File: config.mk
export PLATFORM = sky130hd
export DESIGN_NAME = mem_port_arbiter
export DESIGN_NICKNAME = d
export VERILOG_FILES = /design/src/rtl/mem_port_arbiter.sv
export SDC_FILE = /design/constraint.sdc
export NUM_CORES = 1
export LEC_CHECK = 0
export CAP_MARGIN = 25
export CORE_AREA = 3 3 124 126
export CTS_CLUSTER_SIZE = 28
export DETAILED_ROUTE_END_ITERATION = 12
export DIE_AREA = 0 0 127 129
export GPL_TIMING_DRIVEN = 0
export PLACE_DENSITY_LB_ADDON = 0.2
export SYNTH_ARGS = -nofsm -noshare
export SYNTH_HDL_FRONTEND = slang
export SYNTH_SLANG_ARGS = --single-unit
File: constraint.sdc
create_clock -name clk -period 5.6 [get_ports clk]
set_input_delay 0.84 -clock clk [delete_from_list [all_inputs] [get_ports clk]]
set_output_delay 0.84 -clock clk [all_outputs]
set_load 0.03 [all_outputs]
File: src/rtl/mem_port_arbiter.sv
// mem_port_arbiter: grants fetch/load/store requests one at a time onto a single memory port
//   clk, reset (async, active-low)
//   fetch_req_* / fetch_resp_* : instruction fetch request and response with exception code
//   rd_req_*    / rd_resp_*    : load request and response with exception code
//   wr_req_*    / wr_resp_*    : store request and completion with exception code
//   mem_req_* / mem_resp_*     : single outstanding transaction to the memory array
module mem_port_arbiter #(
  parameter int STARVE_LIMIT = 4,
  parameter int TIMEOUT = 64
) (
  input  logic        clk,
  input  logic        reset,
  input  logic        fetch_req_valid,
  output logic        fetch_req_ready,
  input  logic [31:0] fetch_req_addr,
  output logic        fetch_resp_valid,
  output logic [31:0] fetch_resp_inst,
  output logic        fetch_resp_exc_valid,
  output logic [3:0]  fetch_resp_exc_code,
  input  logic        rd_req_valid,
  output logic        rd_req_ready,
  input  logic [31:0] rd_req_addr,
  output logic        rd_resp_valid,
  output logic [31:0] rd_resp_data,
  output logic        rd_resp_exc_valid,
  output logic [3:0]  rd_resp_exc_code,
  input  logic        wr_req_valid,
  output logic        wr_req_ready,
  input  logic [31:0] wr_req_addr,
  input  logic [31:0] wr_req_data,
  output logic        wr_resp_valid,
  output logic        wr_resp_exc_valid,
  output logic [3:0]  wr_resp_exc_code,
  output logic        mem_req_valid,
  input  logic        mem_req_ready,
  output logic        mem_req_we,
  output logic [31:0] mem_req_addr,
  output logic [31:0] mem_req_wdata,
  input  logic        mem_resp_valid,
  input  logic [31:0] mem_resp_rdata,
  input  logic        mem_resp_err
);
  localparam int SW = $clog2(STARVE_LIMIT + 1);
  localparam int TW = (TIMEOUT > 1) ? $clog2(TIMEOUT) : 1;
  localparam logic [1:0] IDLE = 2'd0, ISSUE = 2'd1, WAIT = 2'd2, RESP = 2'd3;
  localparam logic [1:0] CL_F = 2'd0, CL_R = 2'd1, CL_W = 2'd2;
  logic [1:0]    state_q, state_d, client_q, client_d, gnt_id;
  logic [SW-1:0] starve_q, starve_d;
  logic [TW-1:0] tmo_q, tmo_d;
  logic [31:0]   addr_q, addr_d, wdata_q, wdata_d, res_q, res_d, gnt_addr;
  logic          exc_q, exc_d, idle, force_f, grant;
  logic [3:0]    code_q, code_d, base;
  always_comb begin
    // readies are held low while reset is asserted even though the FSM sits in IDLE
    idle            = (state_q == IDLE) && reset;
    force_f         = fetch_req_valid && (starve_q == SW'(STARVE_LIMIT));
    wr_req_ready    = idle && wr_req_valid && !force_f;
    rd_req_ready    = idle && rd_req_valid && !wr_req_valid && !force_f;
    fetch_req_ready = idle && fetch_req_valid && (force_f || !(wr_req_valid || rd_req_valid));
    grant           = wr_req_ready || rd_req_ready || fetch_req_ready;
    gnt_id          = wr_req_ready ? CL_W : rd_req_ready ? CL_R : CL_F;
    gnt_addr        = wr_req_ready ? wr_req_addr : rd_req_ready ? rd_req_addr : fetch_req_addr;
    // misalignment code per client; access fault is this value plus one
    base = ((state_q == IDLE) ? gnt_id : client_q) == CL_W ? 4'd6 :
           ((state_q == IDLE) ? gnt_id : client_q) == CL_R ? 4'd4 : 4'd0;
  end
  always_comb begin
    state_d  = state_q;
    client_d = client_q;
    starve_d = starve_q;
    tmo_d    = tmo_q;
    addr_d   = addr_q;
    wdata_d  = wdata_q;
    res_d    = res_q;
    exc_d    = exc_q;
    code_d   = code_q;
    case (state_q)
      IDLE: begin
        starve_d = (fetch_req_ready || !fetch_req_valid) ? '0 :
                   (grant && starve_q != SW'(STARVE_LIMIT)) ? starve_q + SW'(1) : starve_q;
        if (grant) begin
          client_d = gnt_id;
          addr_d   = gnt_addr;
          wdata_d  = wr_req_data;
          state_d  = (|gnt_addr[1:0]) ? RESP : ISSUE;
          exc_d    = |gnt_addr[1:0];
          code_d   = (|gnt_addr[1:0]) ? base : 4'd0;
          res_d    = '0;
        end
      end
      ISSUE: begin
        state_d = mem_req_ready ? WAIT : ISSUE;
        tmo_d   = mem_req_ready ? '0 : tmo_q;
      end
      WAIT: begin
        if (mem_resp_valid) begin
          state_d = RESP;
          exc_d   = mem_resp_err;
          code_d  = mem_resp_err ? base + 4'd1 : 4'd0;
          res_d   = mem_resp_err ? '0 : mem_resp_rdata;
        end else if (tmo_q == TW'(TIMEOUT - 1)) begin
          state_d = RESP;
          exc_d   = 1'b1;
          code_d  = base + 4'd1;
          res_d   = '0;
        end else begin
          tmo_d = tmo_q + TW'(1);
        end
      end
      default: state_d = IDLE;
    endcase
  end
  always_ff @(posedge clk or negedge reset) begin
    if (!reset) begin
      state_q  <= IDLE;
      client_q <= CL_F;
      starve_q <= '0;
      tmo_q    <= '0;
      addr_q   <= '0;
      wdata_q  <= '0;
      res_q    <= '0;
      exc_q    <= 1'b0;
      code_q   <= '0;
    end else begin
      state_q  <= state_d;
      client_q <= client_d;
      starve_q <= starve_d;
      tmo_q    <= tmo_d;
      addr_q   <= addr_d;
      wdata_q  <= wdata_d;
      res_q    <= res_d;
      exc_q    <= exc_d;
      code_q   <= code_d;
    end
  end
  assign fetch_resp_valid     = (state_q == RESP) && (client_q == CL_F);
  assign rd_resp_valid        = (state_q == RESP) && (client_q == CL_R);
  assign wr_resp_valid        = (state_q == RESP) && (client_q == CL_W);
  assign fetch_resp_exc_valid = fetch_resp_valid && exc_q;
  assign rd_resp_exc_valid    = rd_resp_valid && exc_q;
  assign wr_resp_exc_valid    = wr_resp_valid && exc_q;
  assign fetch_resp_exc_code  = code_q;
  assign rd_resp_exc_code     = code_q;
  assign wr_resp_exc_code     = code_q;
  assign fetch_resp_inst      = res_q;
  assign rd_resp_data         = res_q;
  assign mem_req_valid        = state_q == ISSUE;
  assign mem_req_we           = mem_req_valid && (client_q == CL_W);
  assign mem_req_addr         = addr_q;
  assign mem_req_wdata        = wdata_q;
endmodule

==> out/metrics.csv, run 1 <==
metric;value;unit
Peak Freq;231;MHz
Tcrit/Tclk final;0.772;
DRT antenna net count;0;
final std cells w/o fill;1102;
pin count of the biggest net entering global routing;93;
post-synthesis xor/xnor area fraction;0.00464;
Via Count;5559;
fraction of registers with async set or reset after synthesis;1.00;
largest family of logic cells by synthesized area;compound AO/OA/AOI/OAI gates;
synthesis-to-layout area growth;71.5;%
compound-gate portion of the synthesized area;0.193;
fin nets;1078;
Sw Ratio;0.405;
count leader, synth;dfrtp_1;
area share of the largest cell type after synthesis;0.499;
final setup violation count;0;
Post-synth EDFFs;0;
Max Slew Vio Count;0;
ys flop type;dfrtp_1;
final worst slack;1.28;ns
worst setup path class;input pin to primary output;
grt ovf;0;
Hold Violations, Final;0;
Critical Path RT;4.76;ns
Antenna Cells;0;
initial drt markers;237;
die span in x;127;um
RR Startpoint;starve_q[0];
post-detailed-route wirelength per cell;16.9;um
# hold bufs at CTS;0;
Setup crit start kind;input pin;
drc violations;0;
status;completed;
vias in the first global route;5678;
sequential fraction of the synthesis area;0.499;
Slew Limit Headroom;0.587;
hold crit path type;input pin to async pin;
antenna violations before repair;0;
Root Driver;clkbuf_16;
Comb pwr share;0.542;
Synth Area in Simple Gates;0.112;
core area;0.0144;mm^2
largest area contributor in the netlist;dfrtp_1;
Crit-path slowest cell;clkdlybuf4s50_1;
Leak Pwr;4.30;nW
CTS tree;done;
Ports;319;
worst slew pin tran;0.618;ns
Port-buffer cells;315;
MaxCap Viol Count;0;
first-pass GRT wire length;29500;um
Cell variety after synth;38;
crit-path max FO;92;
Num CTS Buffers;17;
worst reg2reg endpoint;fetch_resp_exc_code[2];
Inst Count DP;1071;
Pint;3.34;mW
P per Cell Area;577;mW/mm^2
CP arrival;3.48;ns
Syn. warnings;0;
synthesized flop and latch total;113;
row cnt;44;
worst reg-to-reg path cell count;11;
H-tree Lvls;4;
worst clock skew;0.00642;ns
# Post-CTS Setup Buffers;0;
Final GP Congestion;0.947;
RSZ-0062 raised after global routing;no;
WL final;18700;um
first-pass detailed-route iteration total;4;
Post-Synth Adder-Cell Area;0.00884;
Flop pwr share;0.255;
Syn Std Cell Area;0.00566;mm^2
crit end category;primary output;
register clock-pin slew on the reported worst setup and hold paths;0.05;ns
cells after synthesis;569;
post-detail-place hpwl;14800;um
Min Clock Period, post-route;4.32;ns
Starting Density;0.393;
GR Util All Layers;0.227;
Worst-Skew Late Latency;0.40;ns
Critical Path, Cell by Cell;buf_6, buf_16, nor3b_4, nand3_1, clkbuf_1, inv_1, clkdlybuf4s50_1;
worst path buffer plus inverter count;5;
clock share of power;0.203;
Sink Count;113;
worst-case vdd ir drop;0.283;mV
Critical Path Max Stage Delay;0.71;ns
share of post-route cells with drive strength above 1;0.144;
most frequent cells after synthesis;dfrtp_1, nor2_1, buf_4;
DP Worst Slack;1.29;ns
Die Span Y;129;um
reg-to-reg slack, setup;3.03;ns
mux cell area share after synthesis;0.0714;
P_sw;2.27;mW
Vias/cell;5.04;
delay-heaviest family, CP;buffers and inverters;
worst-case clock buffer depth;2;
Die ar.;0.0164;mm^2
Avg Cell Area, Syn;9.95;um^2
post-cts sizing count;0;
main area contributors after synthesis;dfrtp_1, mux2_2, buf_4;
==> cell families (layout without fill, tap and decap cells) <==
| kind of cell | Yosys count | count (layout) |
|---|---|---|
| buffers and inverters | 117 | 464 |
| xor gates and xnor gates | 3 | 3 |
| adders and majority gates | 4 | 4 |
| and+or+nand+nor | 143 | 143 |
| AOI/OAI and AO/OA | 152 | 152 |
| DFF | 113 | 113 |
| muxes | 36 | 36 |
| other | 1 | 3 |
==> placed cells by master, fill, tap and decap left out, drive strengths merged, types with 2 or more instances in the layout <==
cell type and count:
nand3b 2, o22ai 30, o21ai 3, o221a 2
inv 37, a21o 4, clkinv 3, nand2b 4
mux2 35, a21oi 7, nand3 4, a22o 33
buf 61, nor3 3, nor2 69, or2 2
a31oi 33, a211oi 2, a22oi 2, nand2 42
and3 2, ha 4, conb 3, nor3b 5
bufinv 4, xor2 3, o31ai 33, clkinvlp 3
clkdlybuf4s50 314, dfrtp 113, nand4 3, and2 5
clkbuf 42
==> worst register-to-register path, cell delays in order (launching register included) <==
cell	delay, ns
dfrtp_1	0.40
inv_1	0.07
ha_1	0.18
nand3_1	0.16
nand3_1	0.28
clkbuf_1	0.44
inv_1	0.11
a21o_1	0.17
ha_1	0.30
inv_1	0.05
a22oi_1	0.18
o31ai_1	0.11
==> final cells by class <==
| type | instances | area (um^2) |
|---|---|---|
| Tap cell | 184 | 230 |
| Multi-Input combinational cell | 341 | 2220 |
| Fill cell | 1120 | 4710 |
| Clock buffer | 21 | 470 |
| Sequential cell | 113 | 2830 |
| Timing Repair Buffer | 316 | 3180 |
| Buffer | 80 | 487 |
| Clock inverter | 10 | 158 |
| Inverter | 37 | 139 |
==> metrics by stage <==
step | utilization | total power [mW] | hold slack (ns) | instance area, um^2 | TNS [ns]
6_report | 0.673 | 5.61 | 0.297 | 9710 | 0
5_1_grt | 0.673 | 5.89 | 0.289 | 9710 | 0
4_1_cts | 0.673 | 5.66 | 0.280 | 9710 | 0
3_5_place_dp | 0.630 | 4.50 | 0.465 | 9080 | 0
3_3_place_gp | 0.628 | 4.45 | 0.464 | 9050 | -213.65
2_1_floorplan | - | 3.18 | 0.471 | 5670 | 0
==> state kept, by name, summed over array words and instances, names as in the netlist <==
register             count
state_q                  2
mem_req_addr            32
mem_req_wdata           32
starve_q                 3
client_q                 2
fetch_resp_inst         32
fetch_resp_exc_code      3
exc_q                    1
tmo_q                    6
==> per-layer routing <==
layer	routed length [um]	track usage	up-vias
met1	7080	0.256	2619
met2	9670	0.405	272
met5	0	0	-
met3	1690	0.0814	22
li1	-	-	2646
met4	243	0.0688	0
==> power by group through the flow <==
stage | logic, mW | registers (mW) | clock network, mW
finish | 3.04 | 1.43 | 1.14
global route | 3.21 | 1.49 | 1.20
CTS | 3.06 | 1.44 | 1.16
detailed placement | 3.05 | 1.44 | 0
global placement | 3.02 | 1.42 | 0
floorplan | 1.13 | 2.05 | 0
==> how the worst max path moves through the flow <==
stage	startpoint	to	cells after the start
CTS	reset	wr_req_ready	7
finish	reset	wr_req_ready	7
global placement	reset	wr_req_ready	6
detailed placement	reset	wr_req_ready	7
global route	reset	wr_req_ready	7
floorplan	reset	wr_req_ready	4
No activity file was read; power rests on OpenSTA's default activity.
==> inputs of run 2 (changes only) <==
Settings changed: CORE_AREA 3 3 124 126 to not set, CORE_MARGIN set to 3, CORE_UTILIZATION set to 35, DIE_AREA 0 0 127 129 to not set.
Clock period 5.6 ns to 3.95 ns, I/O delays scaled along.
==> out/metrics.csv, run 2 (synthesis gave the netlist of run 1 again) <==
metric;value;unit;change
status;completed;;
Tcrit/Tclk final;0.923;;
worst setup path class;input pin to primary output;;
Starting Density;0.364;;-0.0282
worst clock skew;0.00824;ns;+0.00182 ns
CP arrival;3.05;ns;-0.43 ns
Util after Layout;0.631;;-0.0420
Critical Path, Cell by Cell;buf_6, buf_16, nor3b_4, nand3_1, clkbuf_1, inv_1, clkdlybuf4s50_1;;
Final GP Congestion;0.854;;-9.8%
GR Util All Layers;0.208;;-0.0192
core area;0.0155;mm^2;+7.7%
pin count of the biggest net entering global routing;94;;+1.1%
post-detailed-route wirelength per cell;16.6;um;-2.0%
Sink Count;113;;unchanged
final std cells w/o fill;1131;;+2.6%
Hold Violations, Final;0;;unchanged
# Post-CTS Setup Buffers;0;;unchanged
antenna violations before repair;0;;unchanged
synthesis-to-layout area growth;73.2;%;
vias in the first global route;5525;;-2.7%
MaxCap Viol Count;0;;unchanged
Final Power;8.06;mW;+44%
hold slack;0.0493;ns;-0.248 ns
Peak Freq;274;MHz;
Root Driver;clkbuf_16;;
Die Span Y;133;um;+3.2%
Inst Count DP;1098;;+2.5%
delay-heaviest family, CP;buffers and inverters;;
Die ar.;0.0177;mm^2;+8.3%
P per Cell Area;821;mW/mm^2;+42%
share of post-route cells with drive strength above 1;0.145;;+0.000774
# hold bufs at CTS;0;;unchanged
worst-case vdd ir drop;0.372;mV;+32%
Max Slew Vio Count;0;;unchanged
Num CTS Buffers;17;;unchanged
Crit-path slowest cell;clkdlybuf4s50_1;;
final setup violation count;0;;unchanged
Critical Path Max Stage Delay;0.70;ns;about the same
commonest non-fill, non-tap cell in the layout;clkdlybuf4s50_1;;
RSZ-0062 raised after global routing;no;;
Vias/cell;4.90;;-2.9%
Port-buffer cells;315;;unchanged
CTS tree;done;;
final setup TNS;0;ns;unchanged
fin nets;1079;;+0.093%
Slew Limit Headroom;0.614;;+0.0270
first-pass GRT wire length;29300;um;-0.56%
hold crit path type;input pin to async pin;;
die span in x;133;um;+4.9%
row cnt;45;;+2.3%
worst-case clock buffer depth;2;;unchanged
Critical Path RT;3.36;ns;-1.40 ns
Setup crit start kind;input pin;;
drc violations;0;;unchanged
post-detail-place hpwl;14700;um;-1.2%
worst slew pin tran;0.577;ns;-0.0405 ns
WL final;18800;um;+0.54%
H-tree Lvls;4;;unchanged
most frequent cells in the layout;clkdlybuf4s50_1, dfrtp_1, nor2_1;;
Ports;319;;unchanged
Worst-Skew Late Latency;0.41;ns;about the same
Leak Pwr;4.34;nW;+0.89%
register clock-pin slew on the reported worst setup and hold paths;0.05;ns;about the same
crit end category;primary output;;
grt ovf;0;;unchanged
crit-path max FO;47;;-49%
DRT antenna net count;0;;unchanged
worst path buffer plus inverter count;5;;unchanged
Via Count;5542;;-0.31%
post-cts sizing count;0;;unchanged
first-pass detailed-route iteration total;4;;unchanged
Min Clock Period, post-route;3.65;ns;
Antenna Cells;0;;unchanged
initial drt markers;230;;-3.0%
run 2: cell types whose count changed in the layout (fill, tap and decap cells not counted), sizes merged:
cell / before / now
bufinv: 4 / 6
clkinvlp: 3 / 1
clkbuf: 42 / 43
clkinv: 3 / 4
run 2: path summary, 6_finish.rpt:
path                             startpoint                endpoint  slack, ns  cells after the start
max                                   reset            wr_req_ready       0.30                      7
min                                   reset      fetch_resp_inst[6]       0.05                      1
max reg2reg                     starve_q[0]  fetch_resp_exc_code[2]       1.45                     11
min reg2reg                mem_req_addr[31]        mem_req_addr[31]       0.47                      2
max in group asynchronous             reset        mem_req_addr[12]       3.34                      2
min in group clk           mem_req_addr[31]        mem_req_addr[31]       0.47                      2
run 2: per-layer routing:
metal / GRT usage / up-vias / wire [um]
met1: 0.232 / 2617 / 7110
met5: 0 / - / 0
met2: 0.365 / 244 / 9540
met3: 0.0793 / 23 / 1800
li1: - / 2658 / -
met4: 0.0709 / 0 / 327
run 2: worst register-to-register path: cells and delay by family, from the launching register on:
kind	cells	cell delay, ns
flops	1	0.39
simple gates	2	0.45
compound gates	3	0.41
fa+ha+maj	2	0.47
buf+inv	4	0.64
run 2: per-stage QoR:
step	cell area (um^2)	setup slack [ns]
global route	9810	0.0913
global placement	9090	-3.97
floorplan	5670	1.60
detailed placement	9110	0.108
CTS	9780	0.105
finish	9810	0.304
run 2: final cells by class:
| class | instances | area (um^2) |
|---|---|---|
| fill | 1366 | 5730 |
| clock buffer | 21 | 460 |
| inverter | 37 | 139 |
| timing repair buffer | 317 | 3210 |
| clock inverter | 11 | 208 |
| multi-input combinational | 341 | 2220 |
| buffer | 80 | 487 |
| tap | 211 | 264 |
| sequential | 113 | 2830 |
run 2: report_power, final:
| group | total (mW) | switching, mW | internal, mW |
|---|---|---|---|
| sequential | 2.02 | 0.350 | 1.67 |
| combinational | 4.29 | 2.33 | 1.96 |
| clock | 1.74 | 0.528 | 1.21 |
==> inputs of run 3 (changes only) <==
Settings changed: HOLD_SLACK_MARGIN set to 0.03, MAX_ROUTING_LAYER set to met4.
==> out/metrics.csv, run 3 (synthesis gave the netlist of run 1 again) <==
metric;value;unit;change
Sink Count;113;;unchanged
hold crit path type;input pin to async pin;;
Setup crit start kind;input pin;;
grt ovf;0;;unchanged
H-tree Lvls;4;;unchanged
Worst-Skew Late Latency;0.41;ns;about the same
Vias/cell;4.86;;-0.76%
antenna violations before repair;0;;unchanged
GR Util All Layers;0.216;;+0.00808
Via Count;5505;;-0.67%
pin count of the biggest net entering global routing;94;;unchanged
Util after Layout;0.631;;about the same
fin nets;1080;;+0.093%
worst slew pin tran;0.741;ns;+0.164 ns
worst clock skew;0.00764;ns;-0.000607 ns
P per Cell Area;822;mW/mm^2;about the same
first-pass GRT wire length;29400;um;+0.26%
drc violations;0;;unchanged
Min Clock Period, post-route;3.66;ns;+0.0106 ns
worst-case vdd ir drop;0.364;mV;-2.1%
# Post-CTS Setup Buffers;0;;unchanged
Hold Violations, Final;0;;unchanged
post-cts sizing count;0;;unchanged
Leak Pwr;4.33;nW;about the same
final worst slack;0.294;ns;-0.0106 ns
Port-buffer cells;315;;unchanged
Final GP Congestion;0.868;;+1.6%
RR Startpoint;starve_q[0];;
Num CTS Buffers;17;;unchanged
crit-path max FO;93;;+98%
CTS tree;done;;
Peak Freq;273;MHz;-0.29%
worst reg2reg endpoint;fetch_resp_exc_code[2];;
worst-case clock buffer depth;2;;unchanged
row cnt;45;;unchanged
register clock-pin slew on the reported worst setup and hold paths;0.05;ns;about the same
reg-to-reg slack, setup;1.44;ns;about the same
Tcrit/Tclk final;0.926;;+0.00267
MaxCap Viol Count;0;;unchanged
top layer reached by signal wires;met4;;
share of post-route cells with drive strength above 1;0.143;;-0.00124
Critical path origin;reset;;
commonest non-fill, non-tap cell in the layout;clkdlybuf4s50_1;;
Root Driver;clkbuf_16;;
die span in x;133;um;unchanged
DR WL met3;1700;um;-5.3%
# hold bufs at CTS;2;;+2
Starting Density;0.364;;unchanged
worst reg-to-reg path cell count;11;;unchanged
post-detail-place hpwl;14700;um;unchanged
CP arrival;3.06;ns;about the same
Max Slew Vio Count;0;;unchanged
WL final;18700;um;-0.16%
Slew Limit Headroom;0.504;;-0.110
Die Span Y;133;um;unchanged
crit end category;primary output;;
Critical Path RT;3.36;ns;about the same
Antenna Cells;0;;unchanged
Met1 Wirelength;7370;um;+3.6%
routed length on met2;9400;um;-1.5%
core area;0.0155;mm^2;unchanged
status;completed;;
DRT antenna net count;0;;unchanged
Die ar.;0.0177;mm^2;unchanged
DP Worst Slack;0.108;ns;unchanged
RSZ-0062 raised after global routing;no;;
Fill cells;1359;;-0.51%
most frequent cells in the layout;clkdlybuf4s50_1, dfrtp_1, nor2_1;;
vias in the first global route;5550;;+0.45%
final setup violation count;0;;unchanged
post-detailed-route wirelength per cell;16.6;um;-0.25%
initial drt markers;287;;+25%
Ports;319;;unchanged
synthesis-to-layout area growth;73.1;%;about the same
first-pass detailed-route iteration total;5;;+1
worst setup path class;input pin to primary output;;
-- run 3: area by class of cell --
class / instances / area, um^2 / share of cell area
inverter: 37 / 139 / 0.0142
buffer: 80 / 487 / 0.0496
clock inverter: 11 / 208 / 0.0212
multi-input combinational: 341 / 2220 / 0.226
timing repair buffer: 318 / 3200 / 0.327
sequential: 113 / 2830 / 0.288
tap: 211 / 264 / 0.0269
clock buffer: 21 / 460 / 0.0470
-- run 3: worst max-delay path by stage --
stage                                   end  slack, ns
after floorplan           rd_resp_exc_valid       1.60
after global placement         wr_req_ready      -3.97
after detailed placement       wr_req_ready       0.11
after CTS                      wr_req_ready       0.31
after global routing           wr_req_ready       0.13
final                          wr_req_ready       0.29
-- run 3: worst max-delay path, cell delays in order --
cell	delay, ns
buf_6	0.09
buf_16	0.32
nor3b_4	0.45
nand3_1	0.31
clkbuf_1	0.33
inv_1	0.14
clkdlybuf4s50_1	0.71
-- run 3: stage by stage --
step	std cells	hold slack, ns	TNS [ns]	instance area, um^2	total power [mW]
after floorplan	571	0.297	0	5670	4.51
after global placement	1097	0.461	-588.51	9090	6.33
after detailed placement	1098	0.466	0	9110	6.37
after CTS	1132	0.214	0	9800	8.13
after global routing	1132	0.233	0	9800	8.47
final	1132	0.182	0	9800	8.05
-- run 3: metal layers --
layer  global-route usage  up-vias
met2                0.367      246
met1                0.242     2583
met4               0.0709        0
met3               0.0706       19
li1                     -     2657
met5                    -        -
-- run 3: power breakdown --
part | internal, mW | leakage [nW] | switching, mW
Sequential | 1.67 | 1.43 | 0.349
Clock | 1.21 | 0.327 | 0.528
Combinational | 1.96 | 2.57 | 2.33
